`config.mk`:
```
export PLATFORM = sky130hd
export DESIGN_NAME = muldiv_unit
export DESIGN_NICKNAME = d
export VERILOG_FILES = /design/src/rtl/muldiv_pkg.sv /design/src/rtl/muldiv_step.sv /design/src/rtl/muldiv_unit.sv
export SDC_FILE = /design/constraint.sdc
export NUM_CORES = 1
export LEC_CHECK = 0
export BUFFER_PORTS_ARGS = -buffer_cell sky130_fd_sc_hd__buf_2
export CORE_MARGIN = 2
export CORE_UTILIZATION = 25
export CTS_BUF_LIST = sky130_fd_sc_hd__clkbuf_8
export DETAILED_ROUTE_END_ITERATION = 8
export HOLD_SLACK_MARGIN = 0.1
export REMOVE_ABC_BUFFERS = 1
export SYNTH_ARGS = -nofsm -noshare
export SYNTH_HDL_FRONTEND = slang
export SYNTH_SLANG_ARGS = --single-unit
```
`constraint.sdc`:
```
create_clock -name clk -period 4.5 [get_ports clk]
set_input_delay 0.225 -clock clk [delete_from_list [all_inputs] [get_ports clk]]
set_output_delay 0.225 -clock clk [all_outputs]
set_load 0.03 [all_outputs]
```
`src/rtl/muldiv_pkg.sv`:
```
// Shared types and op codes for the iterative RV32M/RV64M multiply/divide unit.
package muldiv_pkg;

   typedef enum logic [1:0] {
      IDLE,
      CALC,
      FIXUP,
      DONE
   } state_t;

   localparam logic [2:0] MD_MUL    = 3'b000;
   localparam logic [2:0] MD_MULH   = 3'b001;
   localparam logic [2:0] MD_MULHSU = 3'b010;
   localparam logic [2:0] MD_MULHU  = 3'b011;
   localparam logic [2:0] MD_DIV    = 3'b100;
   localparam logic [2:0] MD_DIVU   = 3'b101;
   localparam logic [2:0] MD_REM    = 3'b110;
   localparam logic [2:0] MD_REMU   = 3'b111;

   function automatic logic is_div(input logic [2:0] f);
      return f[2];
   endfunction

endpackage

```
`src/rtl/muldiv_step.sv`:
```
// One radix-2 step on {acc, lo}: shift-add multiply or restoring divide.
module muldiv_step
   import muldiv_pkg::*;
#(
   parameter int XLEN = 32
) (
   input  logic            div_i,
   input  logic [XLEN-1:0] acc_i,
   input  logic [XLEN-1:0] lo_i,
   input  logic [XLEN-1:0] d_i,
   output logic [XLEN-1:0] acc_o,
   output logic [XLEN-1:0] lo_o
);

   logic [XLEN:0] sum;
   logic [XLEN:0] part;
   logic [XLEN:0] diff;

   always_comb begin
      sum  = {1'b0, acc_i} + (lo_i[0] ? {1'b0, d_i} : {(XLEN+1){1'b0}});
      part = {acc_i, lo_i[XLEN-1]};
      diff = part - {1'b0, d_i};
      acc_o = sum[XLEN:1];
      lo_o  = {sum[0], lo_i[XLEN-1:1]};
      if (div_i) begin
         // partial remainder stays below the divisor, so XLEN bits suffice
         if (diff[XLEN]) begin
            acc_o = part[XLEN-1:0];
            lo_o  = {lo_i[XLEN-2:0], 1'b0};
         end else begin
            acc_o = diff[XLEN-1:0];
            lo_o  = {lo_i[XLEN-2:0], 1'b1};
         end
      end
   end

endmodule

```
`src/rtl/muldiv_unit.sv`:
```
// Iterative M-extension execute unit with stall/done handshake.
// Optional MULDIV_FAST_MUL_EN: single-cycle multiplier for MUL*.
module muldiv_unit
   import muldiv_pkg::*;
#(
   parameter int XLEN  = 32,
   parameter int TAG_W = 5
) (
   input  logic             clk,
   input  logic             reset,
   input  logic             start_i,
   input  logic [2:0]       funct3_i,
   input  logic [XLEN-1:0]  a_i,
   input  logic [XLEN-1:0]  b_i,
   input  logic [TAG_W-1:0] rd_i,
   input  logic             flush_i,
   output logic             stall_o,
   output logic             done_o,
   output logic [XLEN-1:0]  result_o,
   output logic [TAG_W-1:0] rd_o
);

   localparam int CW = $clog2(XLEN);
   localparam logic [XLEN-1:0] SMIN = {1'b1, {(XLEN-1){1'b0}}};

   state_t            state_q, state_d;
   logic [CW-1:0]     cnt_q, cnt_d;
   logic [XLEN-1:0]   acc_q, acc_d;
   logic [XLEN-1:0]   lo_q, lo_d;
   logic [XLEN-1:0]   opd_q, opd_d;
   logic [2:0]        op_q, op_d;
   logic              neg_q, neg_d;
   logic [TAG_W-1:0]  tag_q, tag_d;
   logic [XLEN-1:0]   res_q, res_d;
   logic [TAG_W-1:0]  rdo_q, rdo_d;

   logic              div_in, sgn_a, sgn_b, sa, sb, ovf;
   logic [XLEN-1:0]   a_mag, b_mag, step_acc, step_lo, fix_res;
   logic [2*XLEN-1:0] full, fneg;

`ifdef MULDIV_FAST_MUL_EN
   logic [2*XLEN-1:0] prod_fast;
   assign prod_fast = {{XLEN{1'b0}}, a_mag} * {{XLEN{1'b0}}, b_mag};
`endif

   always_comb begin
      div_in = is_div(funct3_i);
      sgn_b  = (funct3_i == MD_MULH) || (funct3_i == MD_DIV) ||
               (funct3_i == MD_REM);
      sgn_a  = sgn_b || (funct3_i == MD_MULHSU);
      sa     = sgn_a & a_i[XLEN-1];
      sb     = sgn_b & b_i[XLEN-1];
      a_mag  = sa ? -a_i : a_i;
      b_mag  = sb ? -b_i : b_i;
      ovf    = ((funct3_i == MD_DIV) || (funct3_i == MD_REM)) &&
               (a_i == SMIN) && (&b_i);
   end

   muldiv_step #(.XLEN(XLEN)) u_step (
      .div_i (is_div(op_q)),
      .acc_i (acc_q),
      .lo_i  (lo_q),
      .d_i   (opd_q),
      .acc_o (step_acc),
      .lo_o  (step_lo)
   );

   always_comb begin
      full = is_div(op_q) ?
             {{XLEN{1'b0}}, (op_q[1] ? acc_q : lo_q)} : {acc_q, lo_q};
      fneg = neg_q ? -full : full;
      fix_res = (!is_div(op_q) && op_q != MD_MUL) ?
                fneg[2*XLEN-1:XLEN] : fneg[XLEN-1:0];
   end

   always_comb begin
      state_d = state_q;
      cnt_d   = cnt_q;
      acc_d   = acc_q;
      lo_d    = lo_q;
      opd_d   = opd_q;
      op_d    = op_q;
      neg_d   = neg_q;
      tag_d   = tag_q;
      res_d   = res_q;
      rdo_d   = rdo_q;
      stall_o = 1'b0;
      done_o  = 1'b0;
      unique case (state_q)
         IDLE: begin
            stall_o = start_i & reset;
            if (start_i && !flush_i) begin
               op_d  = funct3_i;
               tag_d = rd_i;
               cnt_d = '0;
               acc_d = '0;
               opd_d = div_in ? b_mag : a_mag;
               lo_d  = div_in ? a_mag : b_mag;
               // remainder sign follows the dividend only
               neg_d = (div_in && funct3_i[1]) ? sa : (sa ^ sb);
               if (div_in && b_i == '0) begin
                  state_d = DONE;
                  res_d   = funct3_i[1] ? a_i : '1;
                  rdo_d   = rd_i;
               end else if (ovf) begin
                  state_d = DONE;
                  res_d   = funct3_i[1] ? '0 : a_i;
                  rdo_d   = rd_i;
               end
`ifdef MULDIV_FAST_MUL_EN
               else if (!div_in) begin
                  state_d = FIXUP;
                  acc_d   = prod_fast[2*XLEN-1:XLEN];
                  lo_d    = prod_fast[XLEN-1:0];
               end
`endif
               else begin
                  state_d = CALC;
               end
            end
         end
         CALC: begin
            stall_o = 1'b1;
            acc_d   = step_acc;
            lo_d    = step_lo;
            cnt_d   = cnt_q + CW'(1);
            if (cnt_q == CW'(XLEN-1)) begin
               state_d = FIXUP;
               cnt_d   = '0;
            end
         end
         FIXUP: begin
            stall_o = 1'b1;
            res_d   = fix_res;
            rdo_d   = tag_q;
            state_d = DONE;
         end
         DONE: begin
            done_o  = ~flush_i;
            state_d = IDLE;
         end
         default: state_d = IDLE;
      endcase
      if (state_q != IDLE && flush_i) begin
         state_d = IDLE;
         cnt_d   = '0;
         res_d   = res_q;
         rdo_d   = rdo_q;
      end
   end

   always_ff @(posedge clk or negedge reset) begin
      if (!reset) begin
         state_q <= IDLE;
         cnt_q   <= '0;
         acc_q   <= '0;
         lo_q    <= '0;
         opd_q   <= '0;
         op_q    <= '0;
         neg_q   <= 1'b0;
         tag_q   <= '0;
         res_q   <= '0;
         rdo_q   <= '0;
      end else begin
         state_q <= state_d;
         cnt_q   <= cnt_d;
         acc_q   <= acc_d;
         lo_q    <= lo_d;
         opd_q   <= opd_d;
         op_q    <= op_d;
         neg_q   <= neg_d;
         tag_q   <= tag_d;
         res_q   <= res_d;
         rdo_q   <= rdo_d;
      end
   end

   assign result_o = res_q;
   assign rd_o     = rdo_q;

endmodule

```
==> metrics.cfg, run 1 <==
[logic_synthesis]
yosys_warnings=0
flops_latches_synth=149
yosysUniqueCellTypes=78
synth_area_leaders=sky130_fd_sc_hd__dfrtp_1 23%, sky130_fd_sc_hd__a21oi_1 6.1%, sky130_fd_sc_hd__nand2_1 5.8%
synthArstFlopShare_pct=100
synth_enable_flop_cells=0
synthCells=2234
yosys_most_used_dff=sky130_fd_sc_hd__dfrtp_1
syn_avg_cell_area_um2=7.36
yosysSeqAreaShare_pct=22.7
synthDominantCellAreaShare_pct=22.7
synth_area_leader_cell=sky130_fd_sc_hd__dfrtp_1
mappedNetlistArea_mm2=0.0164

[die]
core.rowCount=94
total_die_area_mm2=0.0679
floorplan.die.width_um=261
die_h_um=261
number_of_top_level_design_ports=115
fp.coreArea_mm2=0.0654
start_util_pct=25.2

[placement]
port-buffer-count=114
gpl.final_weighted_congestion=0.977
dp_slack_ns=0.538
place_hpwl_um=49400
placedInstanceArea_mm2=0.0180

[setup_path]
critical_path_cell_sequence=inv_1 -> ha_1 -> fa_1 -> nand2b_1 -> a21oi_1 -> o2111ai_1 -> a21oi_1 -> o21bai_1 -> and3_1 -> nor3_2 -> buf_4 -> mux2i_1 -> o221ai_1
reg2reg_from=lo_q[31]
crit_path_top_delay_cell=sky130_fd_sc_hd__dfrtp_1
worst_path_largest_cell_delay_ns=0.49
critPathLaunch=lo_q[31]
worst-endpoint-arrival_ns=4.29
crit_path_frequent_cell=sky130_fd_sc_hd__a21oi_1
critical_path.max_fanout=23
worst-endpoint-required_ns=4.86
cp-end-kind=flip-flop
timing.setup.critical_path_class=reg2reg
critical_path.startpoint_type=flip-flop

[flow_run]
maxCapViolations=0

[final_layout]
drive_gt1_share_pct=11.7
synthToLayoutAreaGrowth_pct=12.5
multi_input_comb_area_mm2=0.0117
final_design_area_no_fill_mm2=0.0185
area.sequential_mm2=0.00373
fin_nets=2428
fillerInstances=7210

[cts]
cts_sinks=149
clk_transition_reported_paths_ns=0.09
worst_skew_pair.late_latency_ns=0.52
cts.repair.resized=0
h-tree-depth=4
cts_tree=yes
cts_setup_buffers=0
numCtsBuffers=17
cts_hold_buffers=8
clock_tree.root_cell=sky130_fd_sc_hd__clkbuf_8
clockBufferDepth=2

[power_and_ir_drop]
power_density_mw_per_mm2=692
irDropWorstVdd_mv=0.312
report.power.total_mw=12.8
cellLeakagePower_nw=7.70

[sta]
slew-limit-headroom_pct=28.7
finalSetupViolCount=0
min_period_ns=3.93
finalClockSkew_ns=0.0178
timing.final.hold_violations=0
fmaxAchievable_ghz=0.254
part_of_the_cycle_the_worst_path_needs_pct=87.4
grt_setup_unrepaired=no
worst-slew-pin-transition_ns=1.07
maxSlewViolCount=0
setup_ws_ns=0.567

[global_route]
grt_overflow_total=0
antenna_found_initial=1
grt_pass1_wl_um=96800
globalRouteTotalUtil_pct=18.5
largest_net_degree_at_the_start_of_global_routing=106
first_global_vias=15800

[drt]
drcViolationCount=0
detail_route.wirelength.met1_um=28400
vias_per_cell=5.48
routed_wirelength_um=63800
postRouteAntennaNets=0
post_drt_wl_per_cell_um=20.2
routed-via-count=17300
detailedRoute.firstPassIterationCount=5
route.top_layer_used=met5
route.met2.wl_um=28200
detailroute.wirelength.met3_um=5040
detail_route.iter0.violations=1938

[min_path]
hp-class=in2async

[status]
run_status=finished clean

[routing by layer]
| layer | global-route usage (%) | vias up |
|---|---|---|
| met5 | 0 | - |
| met4 | 6.90 | 2 |
| met3 | 2.82 | 115 |
| met2 | 29.1 | 757 |
| met1 | 25.5 | 8159 |
| li1 | - | 8234 |
[metrics by stage]
step | cells | utilization [%] | hold WS, ns | TNS, ns
final | 3153 | 28.3 | 0.147 | 0
after global routing | 3152 | 28.3 | 0.176 | 0
after CTS | 3152 | 28.3 | 0.114 | 0
after detailed placement | 3113 | 27.5 | 0.117 | 0
after global placement | 3113 | 27.5 | 0.125 | 0
after floorplan | 2063 | - | -0.0706 | -95.12
[synthesized netlist by cell type, types with 7 or more instances]
master                      instances
sky130_fd_sc_hd__nor2b_1            8
sky130_fd_sc_hd__nand4_1           23
sky130_fd_sc_hd__buf_1             21
sky130_fd_sc_hd__inv_1             79
sky130_fd_sc_hd__mux2_2            28
sky130_fd_sc_hd__nand3_1           35
sky130_fd_sc_hd__o31ai_1           36
sky130_fd_sc_hd__nand4bb_1          7
sky130_fd_sc_hd__or4_1             12
sky130_fd_sc_hd__o21a_1            14
sky130_fd_sc_hd__and2_1            37
sky130_fd_sc_hd__ha_1              74
sky130_fd_sc_hd__o22ai_1            9
sky130_fd_sc_hd__nand2b_1          13
sky130_fd_sc_hd__o211ai_1          34
sky130_fd_sc_hd__o311ai_0           7
sky130_fd_sc_hd__mux2i_1           73
sky130_fd_sc_hd__o21ai_0          174
sky130_fd_sc_hd__o41ai_1           16
sky130_fd_sc_hd__a31oi_1           25
sky130_fd_sc_hd__clkbuf_1         136
sky130_fd_sc_hd__o21bai_1          15
sky130_fd_sc_hd__a22oi_1           23
sky130_fd_sc_hd__and3_1            18
sky130_fd_sc_hd__xor2_1            68
sky130_fd_sc_hd__nor3_1            54
sky130_fd_sc_hd__dfrtp_1          149
sky130_fd_sc_hd__a21oi_1          200
sky130_fd_sc_hd__xnor2_1           90
sky130_fd_sc_hd__nand2_1          252
sky130_fd_sc_hd__o221ai_1          16
sky130_fd_sc_hd__a21o_1            39
sky130_fd_sc_hd__a2111oi_0         10
sky130_fd_sc_hd__or3_1             17
sky130_fd_sc_hd__nor2_1           221
sky130_fd_sc_hd__o21ai_1           16
sky130_fd_sc_hd__a211oi_1          62
sky130_fd_sc_hd__a211o_1           12
sky130_fd_sc_hd__nor4_1            21
[report_power, final]
| group | internal, mW | total, mW | switching, mW |
|---|---|---|---|
| sequential | 1.90 | 2.74 | 0.843 |
| clock | 0.572 | 1.15 | 0.579 |
| combinational | 3.30 | 8.92 | 5.62 |
[cell type report]
type,count,area share [%]
clock inverters,12,0.838
clock buffers,19,1.41
flip-flops and latches,149,20.2
well taps,864,5.84
multi-input cells,1832,63.4
inverters,82,1.66
diodes,1,0.0135
repair buffers,194,6.62
[final timing paths]
check                        endpoint  slack, ns  cells past startpoint
min reg2reg                   rd_o[0]       0.48                      2
max                          acc_q[6]       0.57                     13
min in group clk           state_q[0]       0.15                      3
min                           rd_o[2]       0.15                      2
max reg2reg                  acc_q[6]       0.57                     13
max in group asynchronous     op_q[2]       3.14                      3
[sequential cells by signal (all words and copies together) (netlist names)]
signal and count:
state_q 2, opd_q 32, lo_q 32, rd_o 5
cnt_q 5, acc_q 32, result_o 32, tag_q 5
neg_q 1, op_q 3
[cells in the final DEF, fill, tap and decap left out, types with 16 or more instances in the layout]
| cell type | count |
|---|---|
| sky130_fd_sc_hd__o211ai_1 | 34 |
| sky130_fd_sc_hd__or3_1 | 17 |
| sky130_fd_sc_hd__nor4_1 | 21 |
| sky130_fd_sc_hd__nand4_1 | 23 |
| sky130_fd_sc_hd__clkbuf_8 | 19 |
| sky130_fd_sc_hd__o31ai_1 | 36 |
| sky130_fd_sc_hd__dfrtp_1 | 148 |
| sky130_fd_sc_hd__a22oi_1 | 23 |
| sky130_fd_sc_hd__a31oi_1 | 25 |
| sky130_fd_sc_hd__and2_1 | 37 |
| sky130_fd_sc_hd__nor2_1 | 220 |
| sky130_fd_sc_hd__o221ai_1 | 16 |
| sky130_fd_sc_hd__buf_4 | 71 |
| sky130_fd_sc_hd__buf_2 | 112 |
| sky130_fd_sc_hd__xor2_1 | 68 |
| sky130_fd_sc_hd__a211oi_1 | 62 |
| sky130_fd_sc_hd__nand3_1 | 34 |
| sky130_fd_sc_hd__inv_1 | 79 |
| sky130_fd_sc_hd__a21o_1 | 39 |
| sky130_fd_sc_hd__xnor2_1 | 90 |
| sky130_fd_sc_hd__and3_1 | 18 |
| sky130_fd_sc_hd__o21ai_0 | 173 |
| sky130_fd_sc_hd__ha_1 | 72 |
| sky130_fd_sc_hd__mux2_2 | 28 |
| sky130_fd_sc_hd__a21oi_1 | 199 |
| sky130_fd_sc_hd__o41ai_1 | 16 |
| sky130_fd_sc_hd__nor3_1 | 53 |
| sky130_fd_sc_hd__mux2i_1 | 73 |
| sky130_fd_sc_hd__nand2_1 | 252 |
[critical path: cells and delay by family (launching register included)]
kind	cells	cell delay, ns
simple gates	3	0.62
mux	1	0.25
flops	1	0.49
fa+ha+maj	2	0.66
buf+inv	2	0.55
compound gates	5	1.19
[cells by family (layout without fill, tap and decap cells)]
logic type	Yosys count	count (layout)	share of synthesized area [%]
AO/OA/AOI/OAI	755	755	29.3
AND/OR/NAND/NOR	741	741	21.0
buffers and inverters	253	307	6.27
XOR/XNOR	158	158	8.41
flip-flops	149	149	22.7
multiplexers	102	102	6.43
adder cells (fa/ha/maj)	76	76	5.87
other	0	1	0
Note: power is estimated with default switching activity, not from simulation.
==> run 2: changes to the inputs <==
Settings changed: CORE_UTILIZATION 25 to 55, PLACE_DENSITY from default to 0.74, REMOVE_ABC_BUFFERS 1 to default.
==> metrics.cfg, run 2 (same netlist as run 1, synthesis figures left out) <==
[die]
number_of_top_level_design_ports=115  ; unchanged
die_h_um=177  ; -32%
core.rowCount=63  ; -33%
fp.coreArea_mm2=0.0296  ; -55%
start_util_pct=55.6  ; +30 points
floorplan.die.width_um=177  ; -32%
total_die_area_mm2=0.0313  ; -54%

[cts]
numCtsBuffers=17  ; unchanged
clk_transition_reported_paths_ns=0.11  ; +0.02 ns
cts_tree=yes
clock_tree.root_cell=sky130_fd_sc_hd__clkbuf_8
clockBufferDepth=2  ; unchanged
worst_skew_pair.late_latency_ns=0.54  ; +0.02 ns
cts_setup_buffers=0  ; unchanged
cts_sinks=149  ; unchanged
h-tree-depth=4  ; unchanged

[drt]
routed-via-count=18000  ; +4.2%
post_drt_wl_per_cell_um=24.7  ; +22%
routed_wirelength_um=65700  ; +3.0%
vias_per_cell=6.76  ; +23%
detail_route.iter0.violations=2223  ; +15%
postRouteAntennaNets=0  ; unchanged
drcViolationCount=0  ; unchanged
detailedRoute.firstPassIterationCount=9  ; +4

[setup_path]
critical_path.startpoint_type=flip-flop
worst_r2r_path_depth=13  ; unchanged
worst_path_largest_cell_delay_ns=0.50  ; about the same
reg2reg_from=lo_q[31]
timing.critical_path.buf_inv=2  ; unchanged
critical_path_cell_sequence=inv_1 -> ha_1 -> fa_1 -> nand2b_1 -> a21oi_1 -> o2111ai_1 -> a21oi_1 -> o21bai_1 -> and3_1 -> nor3_2 -> buf_4 -> mux2i_1 -> o21ai_0
crit_path_top_delay_cell=sky130_fd_sc_hd__dfrtp_1
worst-endpoint-arrival_ns=4.61  ; +0.32 ns
critical_path.max_fanout=16  ; -30%
critical_path.top_delay_family=compound AO/OA/AOI/OAI gates
critPathLaunch=lo_q[31]
worst-path-stages=13  ; unchanged
cp-end-kind=flip-flop
worst-endpoint-required_ns=4.85  ; about the same
crit_path_frequent_cell=sky130_fd_sc_hd__a21oi_1
timing.setup.critical_path_class=reg2reg

[sta]
timing.final.hold_violations=0  ; unchanged
finalSetupTns_ns=0  ; unchanged
slew-limit-headroom_pct=25.7  ; -2.9 points
finalSetupViolCount=0  ; unchanged
maxSlewViolCount=0  ; unchanged
grt_setup_unrepaired=no
finalClockSkew_ns=0.0284  ; +0.0106 ns
fmaxAchievable_ghz=0.235  ; -7.5%
setup_ws_ns=0.247  ; -0.320 ns
min_period_ns=4.25  ; +0.320 ns
part_of_the_cycle_the_worst_path_needs_pct=94.5  ; +7.1 points
worst-slew-pin-transition_ns=1.11  ; +0.0441 ns

[min_path]
hp-class=in2reg
whs_path_depth=3
hold_start=b_i[0]

[power_and_ir_drop]
power_density_mw_per_mm2=732  ; +5.7%
cellLeakagePower_nw=7.63  ; -0.90%
irDropWorstVdd_mv=0.440  ; +41%

[final_layout]
mostFrequentLayoutCell=sky130_fd_sc_hd__nand2_1
synthToLayoutAreaGrowth_pct=8.12
drive_gt1_share_pct=11.0  ; -0.67 points
fin_nets=2411  ; -0.70%
layout.cells.most_common_list=252 x sky130_fd_sc_hd__nand2_1, 220 x sky130_fd_sc_hd__nor2_1, 199 x sky130_fd_sc_hd__a21oi_1, 173 x sky130_fd_sc_hd__o21ai_0, 148 x sky130_fd_sc_hd__dfrtp_1

[global_route]
first_global_vias=16500  ; +4.1%
grt_pass1_wl_um=98900  ; +2.1%
largest_net_degree_at_the_start_of_global_routing=91  ; -14%
globalRouteTotalUtil_pct=41.8  ; +23 points
grt_overflow_total=0  ; unchanged
antenna_found_initial=0  ; -1

[flow_run]
maxCapViolations=0  ; unchanged

[logic_synthesis]
synth_fp_nets=2386

[placement]
place_hpwl_um=50100  ; +1.3%
gpl.final_weighted_congestion=1.03  ; +5.3%
dp_slack_ns=0.384  ; -0.154 ns
port-buffer-count=114  ; unchanged

[status]
run_status=finished clean

## run 2: cell types whose count changed in the layout (fill, tap and decap cells not counted)
cell                         change
sky130_fd_sc_hd__inv_8           +3
sky130_fd_sc_hd__buf_2           +1
sky130_fd_sc_hd__buf_4          -17
sky130_fd_sc_hd__clkbuf_8        -2
sky130_fd_sc_hd__inv_6           +5
sky130_fd_sc_hd__clkinvlp_4      -3
sky130_fd_sc_hd__clkinv_4        -1
sky130_fd_sc_hd__inv_1           +1
sky130_fd_sc_hd__clkinv_2        -2
sky130_fd_sc_hd__buf_12          -1
## run 2: final cells by class
cell class	count	area, um^2
diodes	1	2.50
clock buffers	17	234
clock inverters	15	195
fillers	2805	11800
inverters	82	308
multi-input cells	1832	11700
flip-flops and latches	149	3730
well taps	390	488
repair buffers	177	1080
## run 2: path summary, 6_finish.rpt
kind	to	slack, ns
worst max-delay path	acc_q[22]	0.25
worst min-delay path	opd_q[0]	0.14
worst max register to register	acc_q[22]	0.25
worst min register to register	rd_o[3]	0.49
max in group asynchronous	result_o[27]	2.67
min in group asynchronous	cnt_q[0]	0.33
## run 2: metal layers
layer / wire length, um / vias to the layer above / GRT usage (%)
met2: 28400 / 1068 / 63.3
met3: 6820 / 207 / 10.1
met4: 3700 / 0 / 22.0
met1: 26700 / 8514 / 55.1
li1: - / 8202 / -
met5: 0 / - / 0
## run 2: worst min-delay path: cells and delay by family
family / cells / cell delay (ns)
AOI/OAI and AO/OA: 1 / 0.15
buffers and inverters: 1 / 0.15
muxes: 1 / 0.12
## run 2: metrics by stage
step                      std cells  power (mW)  utilization [%]  hold slack (ns)  instance area, um^2
after floorplan                2234        8.85                -          -0.0706                16400
after global placement         2622        11.3             58.4            0.363                17300
after detailed placement       2622        11.4             58.4            0.379                17300
after CTS                      2662        12.7             60.2            0.128                17800
after global routing           2662        13.8             60.2            0.177                17800
final                          2663        13.0             60.2            0.139                17800
## run 2: power by group
| part | internal, mW | switching [mW] |
|---|---|---|
| clock | 0.566 | 0.666 |
| combinational | 3.22 | 5.64 |
| sequential | 1.89 | 1.03 |
## run 2: what timing repair did
action | 4_1_cts | 5_1_grt
gates resized for setup | 0 | 0
hold buffers | 8 | 0
hold endpoints to repair | 101 | 0
